<file path="config.mk">
export PLATFORM = sky130hd
export DESIGN_NAME = knap8_sweep
export DESIGN_NICKNAME = d
export VERILOG_FILES = /design/src/rtl/knap8_pkg.sv /design/src/rtl/knap8_eval.sv /design/src/rtl/knap8_sweep.sv
export SDC_FILE = /design/constraint.sdc
export NUM_CORES = 1
export LEC_CHECK = 0
export ABC_AREA = 1
export CAP_MARGIN = 20
export CORE_MARGIN = 5
export CORE_UTILIZATION = 37
export DETAILED_ROUTE_END_ITERATION = 10
export PLACE_DENSITY = 0.55
export SYNTH_ARGS = -nofsm -noshare
export SYNTH_HDL_FRONTEND = slang
export SYNTH_SLANG_ARGS = --single-unit
</file>
<file path="constraint.sdc">
create_clock -name clk -period 4.5 [get_ports clk]
set_input_delay 1.125 -clock clk [delete_from_list [all_inputs] [get_ports clk]]
set_output_delay 1.125 -clock clk [all_outputs]
set_load 0.01 [all_outputs]
</file>
<file path="src/rtl/knap8_pkg.sv">
// Shared item tables, state encoding and widths for the 8-item knapsack sweep.
package knap8_pkg;

  localparam int N_ITEMS = 8;
  localparam int SUM_W   = 10;

  // Entry i belongs to item i (bit i of a candidate); A is entry 0.
  localparam logic [7:0] ITEM_VALUE  [N_ITEMS] = '{8'd4,  8'd8, 8'd0,  8'd20, 8'd10, 8'd12, 8'd18, 8'd14};
  localparam logic [7:0] ITEM_WEIGHT [N_ITEMS] = '{8'd28, 8'd8, 8'd27, 8'd18, 8'd27, 8'd28, 8'd6,  8'd1};
  localparam logic [7:0] ITEM_VOLUME [N_ITEMS] = '{8'd27, 8'd27, 8'd4, 8'd4,  8'd0,  8'd24, 8'd4,  8'd20};

  typedef enum logic [1:0] {
    IDLE,
    SWEEP,
    DRAIN
  } state_t;

endpackage

</file>
<file path="src/rtl/knap8_eval.sv">
// Combinational sums of value, weight and volume over the items selected by a candidate.
// Zero latency; no flow control of its own.
module knap8_eval
  import knap8_pkg::*;
(
  input  logic [N_ITEMS-1:0] cand,
  output logic [SUM_W-1:0]   value_sum,
  output logic [SUM_W-1:0]   weight_sum,
  output logic [SUM_W-1:0]   volume_sum
);

  always_comb begin
    value_sum  = '0;
    weight_sum = '0;
    volume_sum = '0;
    for (int i = 0; i < N_ITEMS; i++) begin
      if (cand[i]) begin
        value_sum  = value_sum  + SUM_W'(ITEM_VALUE[i]);
        weight_sum = weight_sum + SUM_W'(ITEM_WEIGHT[i]);
        volume_sum = volume_sum + SUM_W'(ITEM_VOLUME[i]);
      end
    end
  end

endmodule

</file>
<file path="src/rtl/knap8_sweep.sv">
// Exhaustive sweep of all 256 item subsets; feasible ones stream out on a valid/ready port.
// Issue-to-sol_valid latency 2 cycles; a held output stalls issue and both pipeline stages.
module knap8_sweep
  import knap8_pkg::*;
#(
  parameter int MIN_VALUE  = 70,
  parameter int MAX_WEIGHT = 60,
  parameter int MAX_VOLUME = 60
) (
  input  logic       clk,
  input  logic       rst,
  input  logic       start,
  output logic       busy,
  output logic       done,
  output logic       sol_valid,
  input  logic       sol_ready,
  output logic [7:0] sol_bits,
  output logic [7:0] sol_value,
  output logic [8:0] sol_count,
  output logic [7:0] best_bits,
  output logic [7:0] best_value,
  output logic       best_found
);

  localparam logic [SUM_W-1:0] MIN_V = SUM_W'(MIN_VALUE);
  localparam logic [SUM_W-1:0] MAX_W = SUM_W'(MAX_WEIGHT);
  localparam logic [SUM_W-1:0] MAX_V = SUM_W'(MAX_VOLUME);

  state_t           state;
  logic [7:0]       cand;
  logic [SUM_W-1:0] ev_value;
  logic [SUM_W-1:0] ev_weight;
  logic [SUM_W-1:0] ev_volume;

  logic             s1_vld;
  logic [7:0]       s1_bits;
  logic [SUM_W-1:0] s1_value;
  logic [SUM_W-1:0] s1_weight;
  logic [SUM_W-1:0] s1_volume;

  logic             stall;
  logic             s1_feasible;

  knap8_eval u_eval (
    .cand       (cand),
    .value_sum  (ev_value),
    .weight_sum (ev_weight),
    .volume_sum (ev_volume)
  );

  assign stall       = sol_valid && !sol_ready;
  assign s1_feasible = s1_vld && (s1_value >= MIN_V) && (s1_weight <= MAX_W) && (s1_volume <= MAX_V);

  always_ff @(posedge clk) begin
    if (rst) begin
      state      <= IDLE;
      cand       <= '0;
      s1_vld     <= 1'b0;
      s1_bits    <= '0;
      s1_value   <= '0;
      s1_weight  <= '0;
      s1_volume  <= '0;
      busy       <= 1'b0;
      done       <= 1'b0;
      sol_valid  <= 1'b0;
      sol_bits   <= '0;
      sol_value  <= '0;
      sol_count  <= '0;
      best_bits  <= '0;
      best_value <= '0;
      best_found <= 1'b0;
    end else begin
      done <= 1'b0;

      case (state)
        IDLE: begin
          if (start) begin
            state      <= SWEEP;
            busy       <= 1'b1;
            cand       <= '0;
            sol_count  <= '0;
            best_bits  <= '0;
            best_value <= '0;
            best_found <= 1'b0;
          end
        end
        SWEEP: begin
          if (!stall) begin
            s1_vld    <= 1'b1;
            s1_bits   <= cand;
            s1_value  <= ev_value;
            s1_weight <= ev_weight;
            s1_volume <= ev_volume;
            cand      <= cand + 8'd1;
            if (cand == 8'hFF) state <= DRAIN;
          end
        end
        DRAIN: begin
          // Stage 1 empty and nothing held at the output: the last result leaves this edge.
          if (!stall) begin
            s1_vld <= 1'b0;
            if (!s1_vld) begin
              state <= IDLE;
              busy  <= 1'b0;
              done  <= 1'b1;
            end
          end
        end
        default: state <= IDLE;
      endcase

      if (!stall) begin
        sol_valid <= s1_feasible;
        if (s1_feasible) begin
          sol_bits  <= s1_bits;
          sol_value <= s1_value[7:0];
          sol_count <= sol_count + 9'd1;
          // Strict greater-than keeps the earliest (lowest-index) candidate on ties.
          if (!best_found || (s1_value[7:0] > best_value)) begin
            best_bits  <= s1_bits;
            best_value <= s1_value[7:0];
            best_found <= 1'b1;
          end
        end
      end
    end
  end

endmodule

</file>
# [Word-level counts from Yosys, hierarchy flattened]
# Index checks and enable logic that the tools add are counted.
[classes] addsub=21 magnitude_cmp=4 eq_ne=8 n_mux=58 bitwise=2 reduce_logical=18
[ops] operator="two-way mux 10 bit" n=19
[ops] operator="two-way mux 8 bit" n=12
[ops] operator="adder 10 x 5 -> 10 bit, second input constant" n=8
[ops] operator="adder 10 x 3 -> 10 bit, second input constant" n=4
[ops] operator="two-way mux 9 bit" n=4
[ops] operator="adder 10 x 4 -> 10 bit, second input constant" n=3
[ops] operator="less-or-equal comparator 10 x 6 -> 1 bit, second input constant" n=2
[ops] operator="case mux 8 bit (2 select lines)" n=1
[ops] operator="two-way mux 1 bit" n=11
[ops] operator="adder 10 x 1 -> 10 bit, second input constant" n=1
[ops] operator="greater-or-equal comparator 10 x 7 -> 1 bit, second input constant" n=1
[ops] operator="two-way mux 2 bit" n=5
[ops] operator="two-way mux 5 bit" n=2
[ops] operator="inequality test 2 bit, second input constant" n=5
[ops] operator="adder 9 x 1 -> 9 bit, second input constant" n=1
[ops] operator="adder 8 x 1 -> 8 bit, second input constant" n=1
[ops] operator="== test 8 bit, second input constant" n=1
[ops] operator="> comparator 8 bit" n=1
[ops] operator="adder 5 x 4 -> 6 bit, second input constant" n=1
[ops] operator="adder 5 x 5 -> 6 bit, second input constant" n=1
[ops] operator="case mux 2 bit (3 select lines)" n=1
[ops] operator="AND reduction 3 bit" n=2
[ops] operator="nonzero test 2 bit" n=3
[ops] operator="adder 3 x 4 -> 5 bit, second input constant" n=1
[ops] operator="13 further kinds" n=20
[word_totals] register_bits=94 input_bits=4 out_inout_bits=45 elab_cells=127

# [Longest topological paths before layout]
# Gate-level depths: netlist (run 1).
[logic_depth] word_depth=15 ltp_mapped=22 ltp_nobuf=21

# [Hierarchy]
# Synthesis (run 1) repeated with hierarchy kept, for this count alone.
[unflattened] cells_unflattened=939 hier_area_um2=6080.8
[by_module_without_submodules] module="knap8_sweep" n_inst=1 cells_each=555 area_each_um2=4047.6
[by_module_without_submodules] module="knap8_eval" n_inst=1 cells_each=384 area_each_um2=2033.2

# [Least setup slack after synthesis (run 1)]
# OpenSTA, ideal clock, no wires.
[synth_timing] kind="reg-to-reg" start="register cand[0]" end="register s1_volume[7]" t_arrival_ps=3103 setup_slack_ps=1288 stages_incl_launch_ff=19 n_path_buf=0 period_less_slack_ps=3212 path_cell_list="dfxtp_1 inv_1 ha_1 o21ai_1 inv_1 ha_1 o21ai_2 xor2_1 ha_1 inv_1 nor3_1 nand3_1 xor2_1 nor2_1 nand2_1 nand2_1 nand3_1 nand2_1 inv_1"
[synth_between] elab_chain_cells=13
[synth_lines] element="start: declaration" line_no="knap8_sweep.sv:30" text="logic [7:0] cand;"
[synth_lines] element="start signal: assignment" line_no="knap8_sweep.sv:94" text="cand <= cand + 8'd1;"
[synth_lines] element="two-way mux 5 bit *" line_no="knap8_eval.sv:17" text="if (cand[i]) begin"
[synth_lines] element="adder 5 x 5 -> 6 bit" line_no="knap8_eval.sv:20" text="volume_sum = volume_sum + SUM_W'(ITEM_VOLUME[i]);"
[synth_lines] element="two-way mux 10 bit *" line_no="knap8_eval.sv:17"
[synth_lines] element="adder 10 x 3 -> 10 bit" line_no="knap8_eval.sv:20"
[synth_lines] element="two-way mux 10 bit *" line_no="knap8_eval.sv:17"
[synth_lines] element="adder 10 x 3 -> 10 bit" line_no="knap8_eval.sv:20"
[synth_lines] element="two-way mux 10 bit *" line_no="knap8_eval.sv:17"
[synth_lines] element="adder 10 x 5 -> 10 bit" line_no="knap8_eval.sv:20"
[synth_lines] element="two-way mux 10 bit *" line_no="knap8_eval.sv:17"
[synth_lines] element="adder 10 x 3 -> 10 bit" line_no="knap8_eval.sv:20"
[synth_lines] element="two-way mux 10 bit *" line_no="knap8_eval.sv:17"
[synth_lines] element="adder 10 x 5 -> 10 bit" line_no="knap8_eval.sv:20"
[synth_lines] element="two-way mux 10 bit *" line_no="knap8_eval.sv:17"
[synth_lines] element="end signal: assignment" line_no="knap8_sweep.sv:93" text="s1_volume <= ev_volume;"
[synth_lines] element="end: declaration" line_no="knap8_sweep.sv:39" text="logic [SUM_W-1:0] s1_volume;"
# Every way passes the cells marked *; elsewhere a longest branch is shown, timed or not.
# A chain may end at the register's enable or synchronous reset.

# [Worst setup path after layout (run 1)]
# Same ends and word-level chain as after synthesis.

==> impl_metrics.sql, run 1 <==
INSERT INTO impl_metrics (metric_group, metric, value, unit) VALUES
('synth', 'async_flop_share', '0', ''),
('clock_tree', 'ctsLongestPathBuffers', '2', ''),
('layout', 'layout.cells.most_common', 'sky130_fd_sc_hd__nand2_1', ''),
('drt', 'drtPass1Iterations', '7', ''),
('drt', 'drt-total-wl', '13.9', 'mm'),
('synth', 'post_synth_num_cell_types', '50', ''),
('status', 'status', 'finished, final reports clean', ''),
('synth', 'synth_top_family_by_area', 'simple AND/OR/NAND/NOR gates', ''),
('die', 'die_y', '133', 'um'),
('pwr', 'irDropWorstVdd', '233', 'uV'),
('pwr', 'power.net_switching', '1070', 'uW'),
('place', 'placedInstanceArea', '0.00617', 'mm2'),
('synth', 'postSynthRegisterBits', '92', ''),
('timing', 'min_period_over_period', '0.812', ''),
('die', 'coreArea', '0.0146', 'mm2'),
('die', 'initial_core_util', '0.380', ''),
('global_routing', 'grt_pass1_vias', '4878', ''),
('synth', 'netlist_top_cells_area', 'sky130_fd_sc_hd__dfxtp_1 33%, sky130_fd_sc_hd__nand2_1 12%, sky130_fd_sc_hd__a21oi_1 7.9%', ''),
('synth', 'netlist_area', '0.00557', 'mm2'),
('drt', 'detail_route.vias_per_cell', '5.09', ''),
('global_routing', 'grt_pass1_wl', '23.1', 'mm'),
('layout', 'area_growth_syn_to_layout', '16.6', '%'),
('layout', 'num-nets-final', '879', ''),
('global_routing', 'grt_antenna_before_repair', '0', ''),
('timing', 'hold_slack', '0.444', 'ns'),
('synth', 'synth_xor_area_frac', '0.0404', ''),
('die', 'floorplan.rows', '44', ''),
('timing', 'maxSlewViolCount', '0', ''),
('layout', 'antenna_diode_count', '0', ''),
('pwr', 'cell_internal_pwr', '1740', 'uW'),
('synth', 'syn_avg_cell_area', '6.86', 'um2'),
('worst_setup_path', 'critPathLaunchType', 'register', ''),
('drt', 'num_vias', '5261', ''),
('die', 'die_area', '0.0176', 'mm2'),
('layout', 'commonest_cells_after_routing_fill_and_taps_aside', '175 x sky130_fd_sc_hd__nand2_1, 92 x sky130_fd_sc_hd__dfxtp_1, 88 x sky130_fd_sc_hd__a21oi_1, 82 x sky130_fd_sc_hd__inv_1, 61 x sky130_fd_sc_hd__nor2_1', ''),
('clock_tree', 'cts_max_level', '3', ''),
('synth', 'complex_gate_fraction_of_the_synthesized_area', '0.167', ''),
('worst_setup_path', 'endpoint_kind', 'register', ''),
('pwr', 'combPwrFrac', '0.354', ''),
('synth', 'synth_top_cell_area_share', '0.331', ''),
('synth', 'synth_edf_count', '0', ''),
('clock_tree', 'tritoncts', 'done', ''),
('synth', 'post-synth-top-area-cell', 'sky130_fd_sc_hd__dfxtp_1', ''),
('timing', 'setup-tns-final', '0', 'ns'),
('layout', 'drive_above_1_share', '0.0813', ''),
('pwr', 'power.clock.fraction', '0.271', ''),
('pwr', 'power_density', '434', 'mW/mm2'),
('timing', 'finalCriticalPeriod', '3.65', 'ns'),
('worst_setup_path', 'worstPathMaxFanout', '12', ''),
('timing', 'fmax', '274', 'MHz'),
('layout', 'stdcell_area', '0.00649', 'mm2'),
('synth', 'postSynthCellCount', '812', ''),
('synth', 'synth-adder-area-share', '0.0701', ''),
('timing', 'timing_hold_violations_final', '0', ''),
('drt', 'final_antenna_net_count', '0', ''),
('synth', 'ys_seq_area_frac', '0.331', ''),
('timing', 'max-slew-margin-rel', '0.464', ''),
('worst_hold_path', 'min-delay-path-class', 'reg2reg', ''),
('clock_tree', 'cts_setup_buffers', '0', ''),
('clock_tree', 'numCtsBuffers', '9', ''),
('layout', 'fillCellCount', '1465', ''),
('pwr', 'register_share_of_total_power', '0.376', ''),
('clock_tree', 'worst_setup_hold_path_clk_slew', '0.06', 'ns'),
('clock_tree', 'postCtsResizedCells', '0', ''),
('worst_setup_path', 'arrival', '3.89', 'ns'),
('synth', 'yosysWarnings', '0', ''),
('worst_setup_path', 'worst_ep_required_time', '4.74', 'ns'),
('clock_tree', 'clock-root-buffer', 'sky130_fd_sc_hd__clkbuf_16', ''),
('global_routing', 'maximum_number_of_pins_on_one_net_before_global_route_repair', '52', ''),
('place', 'portBuffers', '47', ''),
('timing', 'grt_setup_unrepaired', 'false', '');
logic make-up (layout without fill, tap and decap cells):
group           Yosys count  after routing
other cells               1              1
compound gates          173            173
fa+ha+maj                30             30
simple gates            366            366
flops                    92             92
xor+xnor                 24             24
buf+inv                 126            163
path summary, 6_finish.rpt:
check / endpoint / start / slack, ns / cells after the start
worst max-delay path: s1_volume[7] / cand[0] / 0.85 / 18
worst min-delay path: sol_bits[3] / sol_bits[3] / 0.44 / 2
worst max register to register: s1_volume[7] / cand[0] / 0.85 / 18
worst min register to register: sol_bits[3] / sol_bits[3] / 0.44 / 2
critical path, stage by stage, from the launching register on:
cell and delay, ns:
sky130_fd_sc_hd__dfxtp_1 0.61, sky130_fd_sc_hd__inv_1 0.21, sky130_fd_sc_hd__ha_1 0.42, sky130_fd_sc_hd__o21ai_1 0.21, sky130_fd_sc_hd__inv_1 0.07, sky130_fd_sc_hd__ha_1 0.30, sky130_fd_sc_hd__o21ai_2 0.18, sky130_fd_sc_hd__xor2_1 0.26
sky130_fd_sc_hd__ha_1 0.20, sky130_fd_sc_hd__inv_1 0.06, sky130_fd_sc_hd__nor3_1 0.22, sky130_fd_sc_hd__nand3_1 0.13, sky130_fd_sc_hd__xor2_1 0.20, sky130_fd_sc_hd__nor2_1 0.18, sky130_fd_sc_hd__nand2_1 0.07, sky130_fd_sc_hd__nand2_1 0.06
sky130_fd_sc_hd__nand3_1 0.06, sky130_fd_sc_hd__nand2_1 0.07, sky130_fd_sc_hd__inv_1 0.04
metal layers:
layer / track usage / share of wire / vias up
met2: 0.268 / 0.47 / 97
met4: 0.0595 / 0.018 / 0
met3: 0.0319 / 0.039 / 18
li1: - / - / 2733
met1: 0.199 / 0.47 / 2413
met5: 0 / 0 / -
power by group through the flow:
stage	logic, uW	clock network, uW	registers (uW)
floorplan	731	0	1050
global placement	973	0	1070
detailed placement	995	0	1070
CTS	1000	788	1060
global route	1140	810	1080
finish	997	763	1060
cell usage after synthesis (3+ instances only):
master                     count
sky130_fd_sc_hd__a211oi_1      4
sky130_fd_sc_hd__nor2_1       62
sky130_fd_sc_hd__dfxtp_1      92
sky130_fd_sc_hd__a21oi_1      88
sky130_fd_sc_hd__o211ai_1      4
sky130_fd_sc_hd__inv_2         8
sky130_fd_sc_hd__o21ai_1       7
sky130_fd_sc_hd__nand3_2       9
sky130_fd_sc_hd__nor3_1       15
sky130_fd_sc_hd__ha_1         28
sky130_fd_sc_hd__nand2_1     175
sky130_fd_sc_hd__xor2_1       13
sky130_fd_sc_hd__nor4_1        3
sky130_fd_sc_hd__buf_1         3
sky130_fd_sc_hd__inv_1        82
sky130_fd_sc_hd__nand2_2      11
sky130_fd_sc_hd__nor2_2        3
sky130_fd_sc_hd__xnor2_1       9
sky130_fd_sc_hd__nand3_1      58
sky130_fd_sc_hd__nand3b_1      8
sky130_fd_sc_hd__o21ai_0      55
sky130_fd_sc_hd__clkinv_1      3
sky130_fd_sc_hd__buf_4         3
sky130_fd_sc_hd__nand4_1      11
sky130_fd_sc_hd__clkbuf_1     22
sky130_fd_sc_hd__buf_2         3
flip-flops by register name (all words and copies together) (netlist names):
register    flops
best_value      8
busy            1
s1_value        9
s1_weight      10
done            1
s1_vld          1
s1_bits         8
sol_bits        8
best_found      1
sol_valid       1
best_bits       8
state           2
s1_volume      10
sol_count       9
cand            8
sol_value       7
through the flow:
step                      utilization  setup WS (ns)  instances
after detailed placement        0.421          0.835       1017
final                           0.444          0.847       1033
after global placement          0.421          0.985       1017
after global routing            0.444          0.448       1033
after floorplan                     -           1.29        812
after CTS                       0.442          0.834       1032
area by class of cell:
type / instances / area [um2] / share of cell area
repair buffers: 55 / 546 / 0.0840
inverters: 93 / 349 / 0.0537
multi-input cells: 594 / 3230 / 0.497
well taps: 184 / 230 / 0.0354
clock inverters: 4 / 48.8 / 0.00751
clock buffers: 11 / 253 / 0.0389
flip-flops and latches: 92 / 1840 / 0.284
No activity file was read; power rests on OpenSTA's default activity.
==> run 2, diff against run 1 <==
Settings changed: PLACE_DENSITY 0.55 to 0.57.
Clock period 4.5 ns to 3 ns, I/O delays scaled along.
==> impl_metrics.sql, run 2 (same netlist as run 1, synthesis figures left out) <==
INSERT INTO impl_metrics (metric_group, metric, value, unit) VALUES
('layout', 'layout.cells.most_common', 'sky130_fd_sc_hd__nand2_1', ''),
('pwr', 'switching_share', '0.387', ''),
('clock_tree', 'cts-hold-fix-buffers', '0', ''),
('timing', 'finalClockSkew', '0.00850', 'ns'),
('clock_tree', 'cts_max_level', '3', ''),
('worst_setup_path', 'crit_top_cell', 'sky130_fd_sc_hd__nand2_2', ''),
('pwr', 'irDropWorstVdd', '301', 'uV'),
('worst_hold_path', 'hold_end', 'sol_bits[3]', ''),
('timing', 'fmax', '354', 'MHz'),
('pwr', 'register_share_of_total_power', '0.347', ''),
('drt', 'drcViolationCount', '0', ''),
('layout', 'num-nets-final', '912', ''),
('die', 'die_area', '0.0176', 'mm2'),
('layout', 'fillCellCount', '1481', ''),
('pwr', 'power.clock.fraction', '0.259', ''),
('layout', 'multi_input_combinational_cell_area', '0.00344', 'mm2'),
('die', 'die_y', '133', 'um'),
('clock_tree', 'tritoncts', 'done', ''),
('place', 'placedInstanceArea', '0.00636', 'mm2'),
('drt', 'drtPass1Iterations', '4', ''),
('timing', 'timing_worst_slew_pin_value', '0.737', 'ns'),
('worst_hold_path', 'worstHoldPathCells', '2', ''),
('layout', 'antenna_diode_count', '0', ''),
('die', 'num_io_pins', '49', ''),
('pwr', 'power', '4570', 'uW'),
('global_routing', 'maximum_number_of_pins_on_one_net_before_global_route_repair', '45', ''),
('worst_setup_path', 'worst-r2r-setup-slack', '0.17', 'ns'),
('die', 'floorplan.rows', '44', ''),
('worst_hold_path', 'min-delay-path-class', 'reg2reg', ''),
('flow_run', 'maxCapViolCount', '0', ''),
('layout', 'drive_above_1_share', '0.169', ''),
('drt', 'avgRoutedWirePerCell', '13.2', 'um'),
('clock_tree', 'worst_setup_hold_path_clk_slew', '0.07', 'ns'),
('place', 'dpl.hpwl', '10.3', 'mm'),
('global_routing', 'grt_pass1_wl', '23.3', 'mm'),
('die', 'coreArea', '0.0146', 'mm2'),
('clock_tree', 'insertion_delay_to_the_later_sink_of_the_worst_skew_pair', '0.35', 'ns'),
('drt', 'detail_route.iter0.violations', '321', ''),
('worst_setup_path', 'count_of_cells_along_the_worst_register_to_register_path', '17', ''),
('pwr', 'power_density', '656', 'mW/mm2'),
('worst_setup_path', 'arrival', '3.05', 'ns'),
('pwr', 'power.net_switching', '1770', 'uW'),
('pwr', 'cell_internal_pwr', '2800', 'uW'),
('pwr', 'power_leakage', '0.00279', 'uW'),
('layout', 'area_growth_syn_to_layout', '25.1', '%'),
('global_routing', 'global_route.overflow_total', '0', ''),
('worst_setup_path', 'cpPeakStageDelay', '0.62', 'ns'),
('timing', 'maxSlewViolCount', '0', ''),
('timing', 'timing_hold_violations_final', '0', ''),
('layout', 'commonest_cells_after_routing_fill_and_taps_aside', '159 x sky130_fd_sc_hd__nand2_1, 89 x sky130_fd_sc_hd__dfxtp_1, 87 x sky130_fd_sc_hd__a21oi_1, 78 x sky130_fd_sc_hd__inv_1, 55 x sky130_fd_sc_hd__nor2_1', ''),
('worst_setup_path', 'worst-path-buf-inv', '3', ''),
('worst_setup_path', 'crit_family', 'simple AND/OR/NAND/NOR gates', ''),
('layout', 'stdcell_area', '0.00697', 'mm2'),
('worst_setup_path', 'slowest_stage', 'sky130_fd_sc_hd__fa_2', ''),
('clock_tree', 'ctsLongestPathBuffers', '2', ''),
('timing', 'layout_setup_ws', '0.171', 'ns'),
('timing', 'finalCriticalPeriod', '2.83', 'ns'),
('place', 'place_worst_setup_slack', '0.0185', 'ns'),
('timing', 'hold_slack', '0.446', 'ns'),
('place', 'portBuffers', '47', ''),
('global_routing', 'grt_antenna_before_repair', '0', ''),
('pwr', 'combPwrFrac', '0.393', ''),
('worst_setup_path', 'worst-setup-path-type', 'reg2reg', ''),
('worst_hold_path', 'worst_hold_startpoint', 'sol_bits[3]', ''),
('place', 'routabilityCongestion', '0.770', ''),
('layout', 'sequential_cell_area', '0.00185', 'mm2'),
('status', 'status', 'finished, final reports clean', ''),
('drt', 'detail_route.vias_per_cell', '4.87', ''),
('timing', 'setup_viol', '0', ''),
('drt', 'num_vias', '5193', ''),
('worst_setup_path', 'crit_chain', 'buf_4, fa_2, nand3_2, nand2_4, inv_2, nand3_2, nand2_2, ha_4, nand2_2, nand3b_1, nand2_2, nor2_4, inv_1, nand2_1, nand3_1, xnor2_1, a21oi_1', ''),
('timing', 'min_period_over_period', '0.943', ''),
('worst_setup_path', 'worstReg2RegStart', 'cand[1]', ''),
('timing', 'max-slew-margin-rel', '0.509', ''),
('layout', 'finalCoreUtilization', '0.476', ''),
('worst_setup_path', 'worst_r2r_endpoint', 's1_weight[6]', ''),
('global_routing', 'grt_pass1_vias', '4924', ''),
('worst_setup_path', 'critPathLaunchType', 'register', ''),
('global_routing', 'grt_usage', '0.158', ''),
('drt', 'final_antenna_net_count', '0', ''),
('drt', 'drt-total-wl', '14.1', 'mm'),
('layout', 'layout_top_registers', 's1_volume x10, s1_weight x10', ''),
('clock_tree', 'clock-root-buffer', 'sky130_fd_sc_hd__clkbuf_16', ''),
('clock_tree', 'numCtsBuffers', '9', ''),
('die', 'initial_core_util', '0.380', ''),
('worst_setup_path', 'endpoint_kind', 'register', ''),
('clock_tree', 'cts.sink_count', '92', ''),
('worst_setup_path', 'worstPathMaxFanout', '6', ''),
('worst_setup_path', 'worst_ep_required_time', '3.22', 'ns'),
('die', 'fp.dieW', '133', 'um');
run 2: changes by cell type in the layout (fill, tap and decap cells not counted), sizes merged:
cell and change:
clkinv -1, buf +33, inv +1, clkbuf -2, clkinvlp +3
run 2: repair_timing:
action                                  4_1_cts  5_1_grt
setup buffers                                 0        9
gates resized for setup                       0       60
endpoints found under the setup margin        0       10
run 2: tightest hold or removal path, stage by stage, from the launching register on:
cell	delay, ns
sky130_fd_sc_hd__dfxtp_1	0.31
sky130_fd_sc_hd__inv_1	0.04
sky130_fd_sc_hd__a21oi_1	0.05
run 2: layout make-up:
class / instances / area share
Multi-Input combinational cell: 594 / 0.493
Sequential cell: 92 / 0.266
Timing Repair Buffer: 88 / 0.113
Clock inverter: 7 / 0.0124
Clock buffer: 9 / 0.0323
Inverter: 93 / 0.0505
Tap cell: 184 / 0.0331
run 2: how the worst max path moves through the flow:
| stage | start | end | slack [ns] | cells past startpoint |
|---|---|---|---|---|
| 6_report | cand[1] | s1_weight[6] | 0.17 | 17 |
| 5_1_grt | cand[0] | s1_weight[8] | -0.04 | 20 |
| 4_1_cts | cand[0] | s1_volume[7] | 0.008 | 18 |
| 3_5_place_dp | cand[0] | s1_volume[7] | 0.02 | 18 |
| 3_3_place_gp | cand[0] | s1_volume[7] | 0.06 | 18 |
| 2_1_floorplan | cand[0] | s1_volume[7] | 0.02 | 18 |
run 2: power by group through the flow:
| stage | logic (uW) | registers [uW] | clock network (uW) |
|---|---|---|---|
| 6_report | 1800 | 1590 | 1180 |
| 5_1_grt | 2030 | 1610 | 1260 |
| 4_1_cts | 1640 | 1580 | 1210 |
| 3_5_place_dp | 1630 | 1610 | 0 |
| 3_3_place_gp | 1620 | 1610 | 0 |
| 2_1_floorplan | 1100 | 1580 | 0 |
run 2: per-stage QoR:
stage | TNS, ns | cells
3_5_place_dp | 0 | 1042
4_1_cts | 0 | 1058
6_report | 0 | 1067
5_1_grt | -0.132 | 1067
2_1_floorplan | 0 | 812
3_3_place_gp | 0 | 1042
run 2: per-layer routing:
layer | GRT usage | up-vias | part of all wire
li1 | - | 2806 | -
met1 | 0.205 | 2314 | 0.49
met2 | 0.273 | 62 | 0.47
met3 | 0.0308 | 11 | 0.028
met4 | 0.0387 | 0 | 0.010
met5 | 0 | - | 0
==> run 3, diff against run 2 <==
Settings changed: CORE_UTILIZATION 37 to 53, PLACE_DENSITY 0.57 to 0.77.
==> impl_metrics.sql, run 3 (same netlist as run 1, synthesis figures left out) <==
INSERT INTO impl_metrics (metric_group, metric, value, unit) VALUES
('status', 'status', 'finished, final reports clean', ''),
('layout', 'area_growth_syn_to_layout', '21.8', '%'),
('layout', 'commonest_cells_after_routing_fill_and_taps_aside', '161 x sky130_fd_sc_hd__nand2_1, 89 x sky130_fd_sc_hd__dfxtp_1, 86 x sky130_fd_sc_hd__a21oi_1, 76 x sky130_fd_sc_hd__inv_1, 54 x sky130_fd_sc_hd__nor2_1', ''),
('layout', 'layout_top_registers', 's1_volume x10, s1_weight x10', ''),
('global_routing', 'global_route.overflow_total', '0', ''),
('layout', 'layout.cells.most_common', 'sky130_fd_sc_hd__nand2_1', ''),
('timing', 'fmax', '346', 'MHz'),
('layout', 'drive_above_1_share', '0.175', ''),
('place', 'routabilityCongestion', '0.844', ''),
('worst_setup_path', 'endpoint_kind', 'register', ''),
('die', 'floorplan.rows', '37', ''),
('layout', 'finalCoreUtilization', '0.660', ''),
('drt', 'drcViolationCount', '0', ''),
('place', 'portBuffers', '47', ''),
('clock_tree', 'clock-root-buffer', 'sky130_fd_sc_hd__clkbuf_8', ''),
('timing', 'maxSlewViolCount', '0', ''),
('drt', 'num_vias', '5570', ''),
('global_routing', 'grt_usage', '0.213', ''),
('pwr', 'power.clock.fraction', '0.189', ''),
('global_routing', 'grt_antenna_before_repair', '0', ''),
('pwr', 'power_density', '613', 'mW/mm2'),
('die', 'coreArea', '0.0103', 'mm2'),
('drt', 'final_antenna_net_count', '0', ''),
('layout', 'antenna_diode_count', '0', ''),
('worst_setup_path', 'worstPathMaxFanout', '6', ''),
('worst_setup_path', 'worst_ep_required_time', '3.30', 'ns'),
('timing', 'setup_viol', '0', ''),
('clock_tree', 'worst_setup_hold_path_clk_slew', '0.09', 'ns'),
('drt', 'drtPass1Iterations', '7', ''),
('clock_tree', 'cts_max_level', '3', ''),
('timing', 'min_period_over_period', '0.964', ''),
('clock_tree', 'ctsLongestPathBuffers', '2', ''),
('global_routing', 'grt_pass1_wl', '22.8', 'mm'),
('pwr', 'cell_internal_pwr', '2470', 'uW'),
('clock_tree', 'tritoncts', 'done', ''),
('drt', 'detail_route.vias_per_cell', '5.48', ''),
('worst_hold_path', 'min-delay-path-class', 'reg2reg', ''),
('die', 'initial_core_util', '0.542', ''),
('worst_setup_path', 'arrival', '3.20', 'ns'),
('pwr', 'register_share_of_total_power', '0.379', ''),
('worst_setup_path', 'worst-setup-path-type', 'reg2reg', ''),
('clock_tree', 'numCtsBuffers', '9', ''),
('timing', 'timing_worst_slew_pin_value', '0.624', 'ns'),
('die', 'die_area', '0.0127', 'mm2'),
('die', 'num_io_pins', '49', ''),
('flow_run', 'maxCapViolCount', '0', ''),
('clock_tree', 'cts.sink_count', '92', ''),
('worst_setup_path', 'critPathLaunchType', 'register', ''),
('timing', 'timing_hold_violations_final', '0', ''),
('drt', 'avgRoutedWirePerCell', '13.6', 'um'),
('place', 'dpl.hpwl', '10.3', 'mm'),
('die', 'die_y', '113', 'um'),
('global_routing', 'maximum_number_of_pins_on_one_net_before_global_route_repair', '52', ''),
('pwr', 'power.net_switching', '1690', 'uW'),
('timing', 'max-slew-margin-rel', '0.583', ''),
('timing', 'finalCriticalPeriod', '2.89', 'ns'),
('drt', 'drt-total-wl', '13.9', 'mm'),
('pwr', 'switching_share', '0.407', ''),
('pwr', 'power_leakage', '0.00274', 'uW'),
('drt', 'detail_route.iter0.violations', '313', ''),
('die', 'fp.dieW', '113', 'um'),
('timing', 'finalClockSkew', '0.0115', 'ns'),
('clock_tree', 'insertion_delay_to_the_later_sink_of_the_worst_skew_pair', '0.36', 'ns'),
('pwr', 'combPwrFrac', '0.432', ''),
('layout', 'num-nets-final', '910', ''),
('timing', 'hold_slack', '0.450', 'ns'),
('pwr', 'irDropWorstVdd', '345', 'uV'),
('global_routing', 'grt_pass1_vias', '5293', '');
## run 3: cell count changes in the layout (fill, tap and decap cells not counted), sizes merged
| cell | change |
|---|---|
| buf | -2 |
| inv | +1 |
| clkbuf | +2 |
| clkinvlp | -3 |
| bufinv | -1 |
| clkinv | +1 |
## run 3: final cells by class
type                            count  area, um2
Clock buffer                       11        151
Clock inverter                      5       33.8
Fill cell                         891       3490
Inverter                           93        349
Multi-Input combinational cell    594       3470
Sequential cell                    92       1850
Tap cell                          136        170
Timing Repair Buffer               86        762
## run 3: stage by stage
stage	TNS, ns	setup WS (ns)	std cells	area, um2	total power, uW
floorplan	0	0.0153	812	5570	2680
global placement	0	0.103	991	6280	3130
detailed placement	-0.105	-0.0957	991	6280	3200
CTS	0	0.0106	1009	6490	4000
global route	-0.0717	-0.0404	1017	6790	4460
finish	0	0.107	1017	6790	4160
## run 3: routing by layer
layer / share of wire / wire length [um] / vias to the layer above / track usage
li1: - / - / 2803 / -
met4: 0.029 / 404 / 0 / 0.0865
met3: 0.042 / 584 / 27 / 0.0350
met1: 0.43 / 5980 / 2609 / 0.241
met2: 0.50 / 6900 / 131 / 0.394
met5: 0 / 0 / - / 0
## run 3: repair_timing
action,in CTS,in global routing
setup endpoints to repair,4,11
hold buffers,0,0
buffers inserted,2,8
pin swaps,4,30
endpoints found under the hold margin,0,0
resized for setup,4,61
## run 3: worst paths after layout
path	from	to	slack [ns]	depth (start not counted)
worst min register to register	s1_value[9]	s1_value[9]	0.45	2
worst max register to register	cand[1]	s1_weight[7]	0.11	19
worst min-delay path	s1_value[9]	s1_value[9]	0.45	2
worst max-delay path	cand[1]	s1_weight[7]	0.11	19
## run 3: power groups by stage
| stage | registers (uW) | logic, uW | clock network, uW |
|---|---|---|---|
| 5_1_grt | 1600 | 2020 | 836 |
| 3_5_place_dp | 1600 | 1600 | 0 |
| 3_3_place_gp | 1590 | 1540 | 0 |
| 6_report | 1580 | 1800 | 787 |
| 4_1_cts | 1570 | 1630 | 796 |
| 2_1_floorplan | 1580 | 1100 | 0 |
## run 3: worst max-delay path, stage by stage, from the launching register on
cell	delay [ns]
sky130_fd_sc_hd__dfxtp_4	0.37
sky130_fd_sc_hd__buf_6	0.13
sky130_fd_sc_hd__fa_2	0.63
sky130_fd_sc_hd__nand3_2	0.10
sky130_fd_sc_hd__nand2_4	0.11
sky130_fd_sc_hd__inv_2	0.04
sky130_fd_sc_hd__nand3_2	0.06
sky130_fd_sc_hd__nand2_2	0.07
sky130_fd_sc_hd__buf_4	0.13
sky130_fd_sc_hd__nand2_1	0.19
sky130_fd_sc_hd__nand4_1	0.19
sky130_fd_sc_hd__nand2_2	0.13
sky130_fd_sc_hd__nand2_4	0.07
sky130_fd_sc_hd__nor2_4	0.14
sky130_fd_sc_hd__nand3_2	0.10
sky130_fd_sc_hd__inv_1	0.07
sky130_fd_sc_hd__nand2_1	0.05
sky130_fd_sc_hd__nand2_1	0.05
sky130_fd_sc_hd__nand2_1	0.07
sky130_fd_sc_hd__a21oi_2	0.11
